[src/rtl/tetris_vga_avl_master.sv]
// Avalon-MM write initiator that flushes palette, level/lines, score and dirty board rows to the VGA slave.
// Optional build macro VSYNC_ALIGN_EN holds each flush until the next registered falling edge of VS.
module tetris_vga_avl_master #(
    parameter int          NUM_ROWS   = 20,
    parameter logic [11:0] ROW0_ADDR  = 12'h002,
    parameter logic [11:0] LVL_ADDR   = 12'h000,
    parameter logic [11:0] SCORE_ADDR = 12'h001,
    parameter logic [11:0] PAL_ADDR   = 12'h800
) (
    input  logic        CLK,
    input  logic        RESET,
    input  logic        ROW_WE,
    input  logic [4:0]  ROW_IDX,
    input  logic [19:0] ROW_DATA,
    input  logic        GAMEOVER,
    input  logic [31:0] SCORE,
    input  logic [15:0] LEVEL,
    input  logic [15:0] LINES,
    input  logic [31:0] PALETTE,
    input  logic        VS,
    input  logic        FLUSH_REQ,
    output logic        BUSY,
    output logic        DONE,
    output logic [11:0] AVM_ADDR,
    output logic        AVM_WRITE,
    output logic        AVM_CS,
    output logic [3:0]  AVM_BYTE_EN,
    output logic [31:0] AVM_WRITEDATA,
    input  logic        AVM_WAITREQUEST
);

    localparam logic [2:0] IDLE    = 3'd0;
`ifdef VSYNC_ALIGN_EN
    localparam logic [2:0] WAIT_VS = 3'd1;
`endif
    localparam logic [2:0] PAL     = 3'd2;
    localparam logic [2:0] LVL     = 3'd3;
    localparam logic [2:0] SCR     = 3'd4;
    localparam logic [2:0] ROWS    = 3'd5;
    localparam logic [2:0] FIN     = 3'd6;
    localparam logic [4:0] ROW_LIM = 5'(NUM_ROWS);

    logic [2:0]          state_r;
    logic                busy_r, done_r, avm_write_r, pending_r, go_prev_r, go_snap_r;
    logic [11:0]         avm_addr_r;
    logic [31:0]         avm_data_r, score_snap_r;
    logic [15:0]         level_snap_r, lines_snap_r;
    logic [NUM_ROWS-1:0] dirty_r, work_r, dirty_next_s, masked_s;
    logic [19:0]         shadow_r [NUM_ROWS];
    logic [4:0]          cur_row_r, next_row_s;
    logic                next_any_s, accept_s, start_s, row_ok_s;
    logic [31:0]         row_word_s;

`ifdef VSYNC_ALIGN_EN
    logic        vs_r, vs_d_r;
    logic [31:0] pal_snap_r;
`else
    logic        unused_vs_s;
    assign unused_vs_s = VS;
`endif

    assign accept_s   = avm_write_r & ~AVM_WAITREQUEST;
    assign start_s    = (state_r == IDLE) & (FLUSH_REQ | pending_r);
    assign row_ok_s   = ROW_WE & (ROW_IDX < ROW_LIM);
    assign row_word_s = {11'b0, go_snap_r, shadow_r[next_row_s]};

    // Live dirty mask: a flush start clears it, but any set in the same cycle wins.
    always_comb begin
        dirty_next_s = dirty_r;
        if (start_s) begin
            dirty_next_s = '0;
        end else begin
            dirty_next_s = dirty_r;
        end
        if (GAMEOVER != go_prev_r) begin
            dirty_next_s = '1;
        end else begin
            dirty_next_s = dirty_next_s;
        end
        if (row_ok_s) begin
            dirty_next_s[ROW_IDX] = 1'b1;
        end else begin
            dirty_next_s = dirty_next_s;
        end
    end

    // Next row to send: lowest remaining work bit, skipping the row currently on the bus.
    always_comb begin
        masked_s   = work_r;
        next_row_s = 5'd0;
        next_any_s = 1'b0;
        if (state_r == ROWS) begin
            masked_s[cur_row_r] = 1'b0;
        end else begin
            masked_s = work_r;
        end
        for (int i = NUM_ROWS - 1; i >= 0; i--) begin
            if (masked_s[i]) begin
                next_row_s = 5'(i);
                next_any_s = 1'b1;
            end else begin
                next_any_s = next_any_s;
            end
        end
    end

    // Shadow rows, dirty tracking, pending request and GAMEOVER edge register.
    always_ff @(posedge CLK) begin
        if (RESET) begin
            dirty_r   <= '1;
            pending_r <= 1'b0;
            go_prev_r <= 1'b0;
            for (int i = 0; i < NUM_ROWS; i++) begin
                shadow_r[i] <= 20'h00000;
            end
        end else begin
            dirty_r   <= dirty_next_s;
            go_prev_r <= GAMEOVER;
            if (row_ok_s) begin
                shadow_r[ROW_IDX] <= ROW_DATA;
            end
            if (start_s) begin
                pending_r <= 1'b0;
            end else if (FLUSH_REQ) begin
                pending_r <= 1'b1;
            end
        end
    end

    // Flush sequencer; bus outputs are registered and held while the slave stalls.
    always_ff @(posedge CLK) begin
        if (RESET) begin
            state_r      <= IDLE;
            busy_r       <= 1'b0;
            done_r       <= 1'b0;
            avm_write_r  <= 1'b0;
            avm_addr_r   <= 12'h000;
            avm_data_r   <= 32'h0000_0000;
            work_r       <= '0;
            cur_row_r    <= 5'd0;
            go_snap_r    <= 1'b0;
            score_snap_r <= 32'h0000_0000;
            level_snap_r <= 16'h0000;
            lines_snap_r <= 16'h0000;
`ifdef VSYNC_ALIGN_EN
            vs_r         <= 1'b0;
            vs_d_r       <= 1'b0;
            pal_snap_r   <= 32'h0000_0000;
`endif
        end else begin
            done_r <= 1'b0;
`ifdef VSYNC_ALIGN_EN
            vs_r   <= VS;
            vs_d_r <= vs_r;
`endif
            case (state_r)
                IDLE: begin
                    if (start_s) begin
                        work_r       <= dirty_r;
                        busy_r       <= 1'b1;
                        go_snap_r    <= GAMEOVER;
                        score_snap_r <= SCORE;
                        level_snap_r <= LEVEL;
                        lines_snap_r <= LINES;
`ifdef VSYNC_ALIGN_EN
                        pal_snap_r   <= PALETTE;
                        state_r      <= WAIT_VS;
`else
                        avm_write_r  <= 1'b1;
                        avm_addr_r   <= PAL_ADDR;
                        avm_data_r   <= PALETTE;
                        state_r      <= PAL;
`endif
                    end
                end
`ifdef VSYNC_ALIGN_EN
                WAIT_VS: begin
                    if (vs_d_r && !vs_r) begin
                        avm_write_r <= 1'b1;
                        avm_addr_r  <= PAL_ADDR;
                        avm_data_r  <= pal_snap_r;
                        state_r     <= PAL;
                    end
                end
`endif
                PAL: begin
                    if (accept_s) begin
                        avm_addr_r <= LVL_ADDR;
                        avm_data_r <= {level_snap_r, lines_snap_r};
                        state_r    <= LVL;
                    end
                end
                LVL: begin
                    if (accept_s) begin
                        avm_addr_r <= SCORE_ADDR;
                        avm_data_r <= score_snap_r;
                        state_r    <= SCR;
                    end
                end
                SCR, ROWS: begin
                    if (accept_s) begin
                        work_r <= masked_s;
                        if (next_any_s) begin
                            cur_row_r  <= next_row_s;
                            avm_addr_r <= ROW0_ADDR + {7'b0, next_row_s};
                            avm_data_r <= row_word_s;
                            state_r    <= ROWS;
                        end else begin
                            avm_write_r <= 1'b0;
                            busy_r      <= 1'b0;
                            done_r      <= 1'b1;
                            state_r     <= FIN;
                        end
                    end
                end
                FIN: begin
                    state_r <= IDLE;
                end
                default: begin
                    avm_write_r <= 1'b0;
                    busy_r      <= 1'b0;
                    state_r     <= IDLE;
                end
            endcase
        end
    end

    assign BUSY          = busy_r;
    assign DONE          = done_r;
    assign AVM_WRITE     = avm_write_r;
    assign AVM_CS        = avm_write_r;
    assign AVM_ADDR      = avm_addr_r;
    assign AVM_WRITEDATA = avm_data_r;
    assign AVM_BYTE_EN   = 4'b1111;

endmodule

[config.mk]
export PLATFORM = sky130hd
export DESIGN_NAME = tetris_vga_avl_master
export DESIGN_NICKNAME = d
export VERILOG_FILES = /design/src/rtl/tetris_vga_avl_master.sv
export SDC_FILE = /design/constraint.sdc
export NUM_CORES = 1
export LEC_CHECK = 0
export BUFFER_PORTS_ARGS = -buffer_cell sky130_fd_sc_hd__buf_2
export CELL_PAD_IN_SITES_DETAIL_PLACEMENT = 0
export CELL_PAD_IN_SITES_GLOBAL_PLACEMENT = 1
export CORE_MARGIN = 4
export CORE_UTILIZATION = 48
export CTS_CLUSTER_DIAMETER = 80
export CTS_CLUSTER_SIZE = 10
export DETAILED_ROUTE_END_ITERATION = 10
export GPL_TIMING_DRIVEN = 0
export HOLD_SLACK_MARGIN = 0.08
export PLACE_DENSITY = 0.78
export SLEW_MARGIN = 20
export SYNTH_ARGS = -nofsm -noshare
export SYNTH_HDL_FRONTEND = slang
export SYNTH_SLANG_ARGS = --single-unit
[constraint.sdc]
create_clock -name CLK -period 3.5 [get_ports CLK]
set_input_delay 0.525 -clock CLK [delete_from_list [all_inputs] [get_ports CLK]]
set_output_delay 0.525 -clock CLK [all_outputs]
set_load 0.1 [all_outputs]
* Word level (Yosys, flattened, before mapping) *
Memory sizes are Yosys's and may differ from the RTL's.
Index checks and enable logic that the tools add are counted.

storage, ports and cells
  bits in registers = 161
  bits in writable memories = 400
  bits of input ports = 128
  output and inout port bits = 52
  word-level logic and storage cells = 142
  memories = 1

cells by class
  $add $sub $neg = 1
  magnitude comparators = 5
  equal/unequal tests = 12
  multiplexer cells = 82
  bitwise logic cells = 11
  reductions and logical operators = 16

memories
  name      words  bits a word  read ports  clocked after Yosys merged registers in  wr ports  line  RTL
  shadow_r  20     20           1           0                                        20        49    logic [19:0] shadow_r [NUM_ROWS];

operator list
  cell                   number
  $mux W32               5
  $mux W20               7
  $pmux W32 S4           1
  $mux W5                21
  $mux W12               5
  $pmux W12 S4           1
  $pmux W20 S2           1
  $mux W1                32
  $and A20 B20 Y20       1
  $not A20 Y20           1
  $or A20 B20 Y20        1
  $reduce_or A20 Y1      1
  $lt A5 B6 Y1 const B   2
  $mux W3                4
  $ne A2 B2 Y1 const B   6
  $pmux W3 S4            1
  $demux W1 S5           2
  $ge A5 B1 Y1 const B   2
  $eq A3 B3 Y1 const B   3
  $reduce_and A4 Y1      2
  $add A2 B5 Y6 const A  1
  $eq A3 B2 Y1 const B   2
  $reduce_and A3 Y1      2
  $reduce_and A6 Y1      1
  14 further kinds       22

* Logic depth before layout (Yosys ltp) *
  depth in word-level cells = 31
  depth in mapped cells = 15
  mapped depth without buffers = 10

* Worst setup path after synthesis *
OpenSTA, ideal clock, no wires.

  path kind = register to register
  start point = reg avm_write_r, in the netlist AVM_CS
  end point = reg avm_data_r[10], in the netlist AVM_WRITEDATA[10]
  setup time = 0.079 ns
  arrival time = 3.156 ns
  required time = 3.421 ns
  setup slack = 0.265 ns
  stages on the path, launching flop included = 11
  path buffers = 2
  clock period less this slack = 3.235 ns
  cells stage by stage = dfxtp_1 nand2b_1 a221o_1 a211oi_2 inv_1 a211o_1 buf_4 buf_2 nor2_1 nand2_1 o211ai_1

between the ends
  word-level cells in the longest chain between the ends = 3
  elaborated cells on any way between the ends = 5
  those cells by class = eq/ne: 3; bitwise: 1; reduce/logical: 1

ends and longest elaborated chain
  item                             line  RTL
  start: declaration               44    logic busy_r, done_r, avm_write_r, pending_r, go_prev_r, go_snap_r;
  start signal: assignment         136   avm_write_r <= 1'b0;
  start signal: assignment         169   avm_write_r <= 1'b1;
  start signal: assignment         209   avm_write_r <= 1'b0;
  $and A1 B1 Y1 (*)                62    assign accept_s = avm_write_r & ~AVM_WAITREQUEST;
  $ne A2 B2 Y1 (no line)           --
  $reduce_and A6 Y1 (no line) (*)  --
  end signal: assignment           189   avm_data_r <= {level_snap_r, lines_snap_r};
  end signal: assignment           196   avm_data_r <= score_snap_r;
  end signal: assignment           206   avm_data_r <= row_word_s;
  end: declaration                 46    logic [31:0] avm_data_r, score_snap_r;

Every way passes the cells marked *; elsewhere a longest branch is shown, timed or not.
A chain may end at the register's enable or synchronous reset.

* Worst setup path in the final report *
  start point = reg cur_row_r[1]
  end point = reg avm_data_r[8], in the netlist AVM_WRITEDATA[8]

between the ends
  word-level cells in the longest chain between the ends = 31
  elaborated cells on any way between the ends = 54
  those cells by class = order compare: 2; eq/ne: 1; mux: 46; bitwise: 2; reduce/logical: 2; memory: 1

ends and longest elaborated chain
  item                                                                       line  RTL
  start: declaration                                                         50    logic [4:0] cur_row_r, next_row_s;
  start signal: assignment                                                   204   cur_row_r <= next_row_s;
  $lt A5 B6 Y1 (not written as such) / $ge A5 B1 Y1 (equally long branches)  93    masked_s[cur_row_r] = 1'b0;
  $logic_and A1 B1 Y1 (not written as such)                                  93
  $mux W1 (not written as such)                                              93
  $demux W1 S5 (*)                                                           93
  $not A20 Y20 (no line) (*)                                                 --
  $and A20 B20 Y20 (no line) (*)                                             --
  $mux W20 (*)                                                               92    if (state_r == ROWS) begin
  $mux W5 (20 in a row)                                                      98    if (masked_s[i]) begin
  $mem_v2 Z20 W20                                                            --
  $mux W32                                                                   203   if (next_any_s) begin
  $mux W32                                                                   201   if (accept_s) begin
  $pmux W32 S4                                                               156   case (state_r)

Every way passes the cells marked *; elsewhere a longest branch is shown, timed or not. The select of a mux whose other input is x is not followed.

==> results.sh <==
export IMPL_critPathMaxFanout=10
export IMPL_cp_common_cell="buf_6"
export IMPL_cts_max_path_buffers=3
export IMPL_path_clk_slew_ns=0.06
export IMPL_synthArstFlopShare_pct=0
export IMPL_finalWirelength_mm=80.86
export IMPL_die_x_um=243.2
export IMPL_ys_flop_type="edfxtp_1"
export IMPL_drt_pass1_iter_count=5
export IMPL_drtAntennaViolNets=0
export IMPL_routed_via_density=5.674
export IMPL_p_leak_nw=11.49
export IMPL_hold_start="SCORE[29]"
export IMPL_fin_crit_ns=3.438
export IMPL_grt_pass1_vias=19090
export IMPL_syn_cell_area_sq_um=26550
export IMPL_ys_seq_elements=556
export IMPL_hold_end="score_snap_r[29]"
export IMPL_p_per_area_nw_per_um2=589.5
export IMPL_port_buffers=146
export IMPL_syn_instance_count=2352
export IMPL_nets=2720
export IMPL_min_period_over_period_pct=98.24
export IMPL_syn_avg_cell_area_sq_um=11.29
export IMPL_die_area_sq_um=59150
export IMPL_numCtsBuffers=61
export IMPL_arrival_ns=4.00
export IMPL_finalSetupTns_ns=0
export IMPL_r2r_slack_ns=0.06
export IMPL_clockRootBuffer="clkbuf_16"
export IMPL_cp_num_buf_inv=6
export IMPL_track_usage_pct=26.36
export IMPL_dp_hpwl_mm=59.60
export IMPL_required_ns=4.06
export IMPL_ir_drop_mv=0.5938
export IMPL_setup_ws_ns=0.06151
export IMPL_drt_first_iter_violations=1564
export IMPL_initial_utilization_pct=48.86
export IMPL_gp_congestion=0.9430
export IMPL_drive_above_1_share_pct=15.65
export IMPL_max_freq_ghz=0.2908
export IMPL_htree_levels=2
export IMPL_synth_cell_types=87
export IMPL_r2r_end="AVM_WRITEDATA[8]"
export IMPL_stdcell_count=3367
export IMPL_cpPeakStageDelay_ns=0.60
export IMPL_reg2reg_depth=14
export IMPL_grt_max_degree=21
export IMPL_hold_path_class="in2reg"
export IMPL_path_cells="buf_6 -> or4b_4 -> o21a_1 -> a211oi_2 -> o2111ai_1 -> a31o_1 -> buf_6 -> inv_4 -> buf_8 -> buf_8 -> buf_6 -> mux2i_1 -> a32oi_1 -> o211ai_1"
export IMPL_synth_edf_count=400
export IMPL_grt_pass1_wl_mm=117.8
export IMPL_die_y_um=243.2
export IMPL_rows=85
export IMPL_end_kind="flip-flop"
export IMPL_antenna_found_initial=5
export IMPL_cp_top_family="compound AO/OA/AOI/OAI gates"
export IMPL_cap_violations=0
export IMPL_vias=19100
export IMPL_status="finished clean"
export IMPL_worstHoldPathCells=3
export IMPL_cts_sinks=556
export IMPL_overflow=0
export IMPL_yosys_top_cells_area="edfxtp_1 45%, dfxtp_1 12%, mux2i_1 10%"
export IMPL_drc=0
export IMPL_synth_seq_area_share_pct=57.00
export IMPL_worstMarginPinSlew_ns=1.094
export IMPL_r2r_start="cur_row_r[1]"
export IMPL_core_sq_um=54350
export IMPL_slew_viol_final=0
export IMPL_dpl_cell_count=3257
export IMPL_dp_slack_ns=-0.4034
export IMPL_setup_viol_count_final=0
export IMPL_clk_latency_ns=0.64
export IMPL_synth_warnings=0
export IMPL_synth_area_leader_cell="edfxtp_1"
export IMPL_synth_top_cell_area_share_pct=45.24
export IMPL_ios=180
export IMPL_maxSlewHeadroom_pct=27.06
export IMPL_cts_hold_buffers=0
export IMPL_wl_per_cell_um=24.02
export IMPL_clock_skew_final_ns=0.02270
export IMPL_slowest_stage="or4b_4"
export IMPL_hold_viol_final=0
export IMPL_cts_tree="built"
export IMPL_areaGrowthSynthToFinish_pct=16.15
export IMPL_cp_depth=14
export IMPL_crit_path_start_kind="flip-flop"
export IMPL_path_class="reg2reg"
-- final cells by class --
class                   count  area (sq um)
multi-input cells        1557         10630
repair buffers            169          1124
diodes                      8         20.02
inverters                  29         111.4
flip-flops and latches    556         15140
clock inverters             4         92.59
plain buffers             217          1174
clock buffers              88          1628
well taps                 739         924.6
fillers                  4580         23510
-- cells in the mapped netlist, drive strengths merged (21+ instances only) --
library cell / instances
and2: 403
edfxtp: 400
mux2i: 274
nand2: 220
dfxtp: 156
clkbuf: 140
a21oi: 139
nor2: 139
buf: 77
o21ai: 40
inv: 29
nor3: 25
nand3: 23
o22ai: 23
mux2: 22
o211ai: 22
o221ai: 22
a211o: 21
-- how the worst max path moves through the flow --
stage / from / endpoint / slack (ns)
after global placement: RESET / shadow_r[15][0] / -1.53
after detailed placement: state_r[0] / AVM_WRITEDATA[15] / -0.40
after global routing: cur_row_r[4] / AVM_WRITEDATA[2] / -0.02
final: cur_row_r[1] / AVM_WRITEDATA[8] / 0.06
after CTS: state_r[2] / AVM_WRITEDATA[13] / 0.003
after floorplan: AVM_CS / AVM_WRITEDATA[10] / 0.27
-- per-layer routing --
layer | share of wire (%) | vias up | track usage (%)
li1 | - | 8842 | -
met1 | 41 | 9418 | 33.75
met2 | 48 | 683 | 44.29
met3 | 7.0 | 156 | 5.629
met4 | 3.4 | 4 | 9.693
met5 | 0.042 | - | 0
-- cell usage in the layout (no fill, tap or decap), types with 6 or more instances in the layout --
| cell | n |
|---|---|
| buf_6 | 17 |
| nand3_1 | 23 |
| buf_12 | 8 |
| o21ai_0 | 17 |
| o21ai_2 | 6 |
| buf_4 | 31 |
| a211oi_1 | 12 |
| clkbuf_1 | 161 |
| mux2i_1 | 269 |
| a221oi_1 | 11 |
| buf_1 | 11 |
| inv_1 | 28 |
| o21ai_4 | 12 |
| and2_1 | 403 |
| nor2_1 | 135 |
| nor3_1 | 21 |
| o211ai_1 | 21 |
| mux2_2 | 21 |
| o221ai_1 | 21 |
| buf_16 | 9 |
| nand2b_1 | 8 |
| clkbuf_16 | 61 |
| buf_2 | 164 |
| or2_2 | 6 |
| o22ai_1 | 22 |
| a32oi_1 | 19 |
| nor2b_1 | 6 |
| edfxtp_1 | 400 |
| o2bb2ai_2 | 15 |
| dfxtp_1 | 154 |
| a211o_1 | 21 |
| a21oi_1 | 137 |
| conb_1 | 9 |
| nand2_1 | 219 |
| diode_2 | 8 |
| a22oi_1 | 13 |
-- worst reg2reg max path, stage by stage, from the launching register on --
cell and delay [ns]:
dfxtp_1 0.30, buf_6 0.13, or4b_4 0.60, o21a_1 0.23, a211oi_2 0.26, o2111ai_1 0.14
a31o_1 0.24, buf_6 0.17, inv_4 0.11, buf_8 0.17, buf_8 0.22, buf_6 0.23
mux2i_1 0.35, a32oi_1 0.15, o211ai_1 0.10
-- report_power, final --
group,switching (mW),internal [mW]
clock,2.59,3.25
combinational,3.01,1.62
sequential,0.229,7.49
total,5.83,12.4
-- sequential cells by signal, summed over array words and instances, names as in the netlist, 3 cells and up --
| register | cells |
|---|---|
| level_snap_r | 16 |
| AVM_WRITEDATA | 32 |
| AVM_ADDR | 7 |
| lines_snap_r | 16 |
| score_snap_r | 32 |
| state_r | 3 |
| work_r | 20 |
| shadow_r | 400 |
| dirty_r | 20 |
| cur_row_r | 5 |
-- kinds of logic after synthesis --
family,synth area share [%]
xor gates and xnor gates,0.09897
muxes,11.26
other,0.02828
AOI/OAI and AO/OA,9.872
buffers and inverters,4.443
DFF,57.00
and+or+nand+nor,17.25
adders and majority gates,0.04711
-- stage by stage --
stage	hold WS [ns]	area, sq um	utilization [%]	power, mW
2_1_floorplan	0.4338	26580	-	10.81
3_3_place_gp	0.4419	28230	51.95	12.09
3_5_place_dp	0.4456	28670	52.75	12.19
4_1_cts	0.1113	30540	56.20	18.05
5_1_grt	0.1235	30830	56.72	18.73
6_report	0.1354	30840	56.75	18.18
-- repair_timing --
action | in CTS | in global routing
endpoints found under the setup margin | 23 | 33
hold endpoints to repair | 0 | 0
setup buffers | 2 | 8
pin swaps | 3 | 7
resized for setup | 33 | 50
No activity file was read; power rests on OpenSTA's default activity.
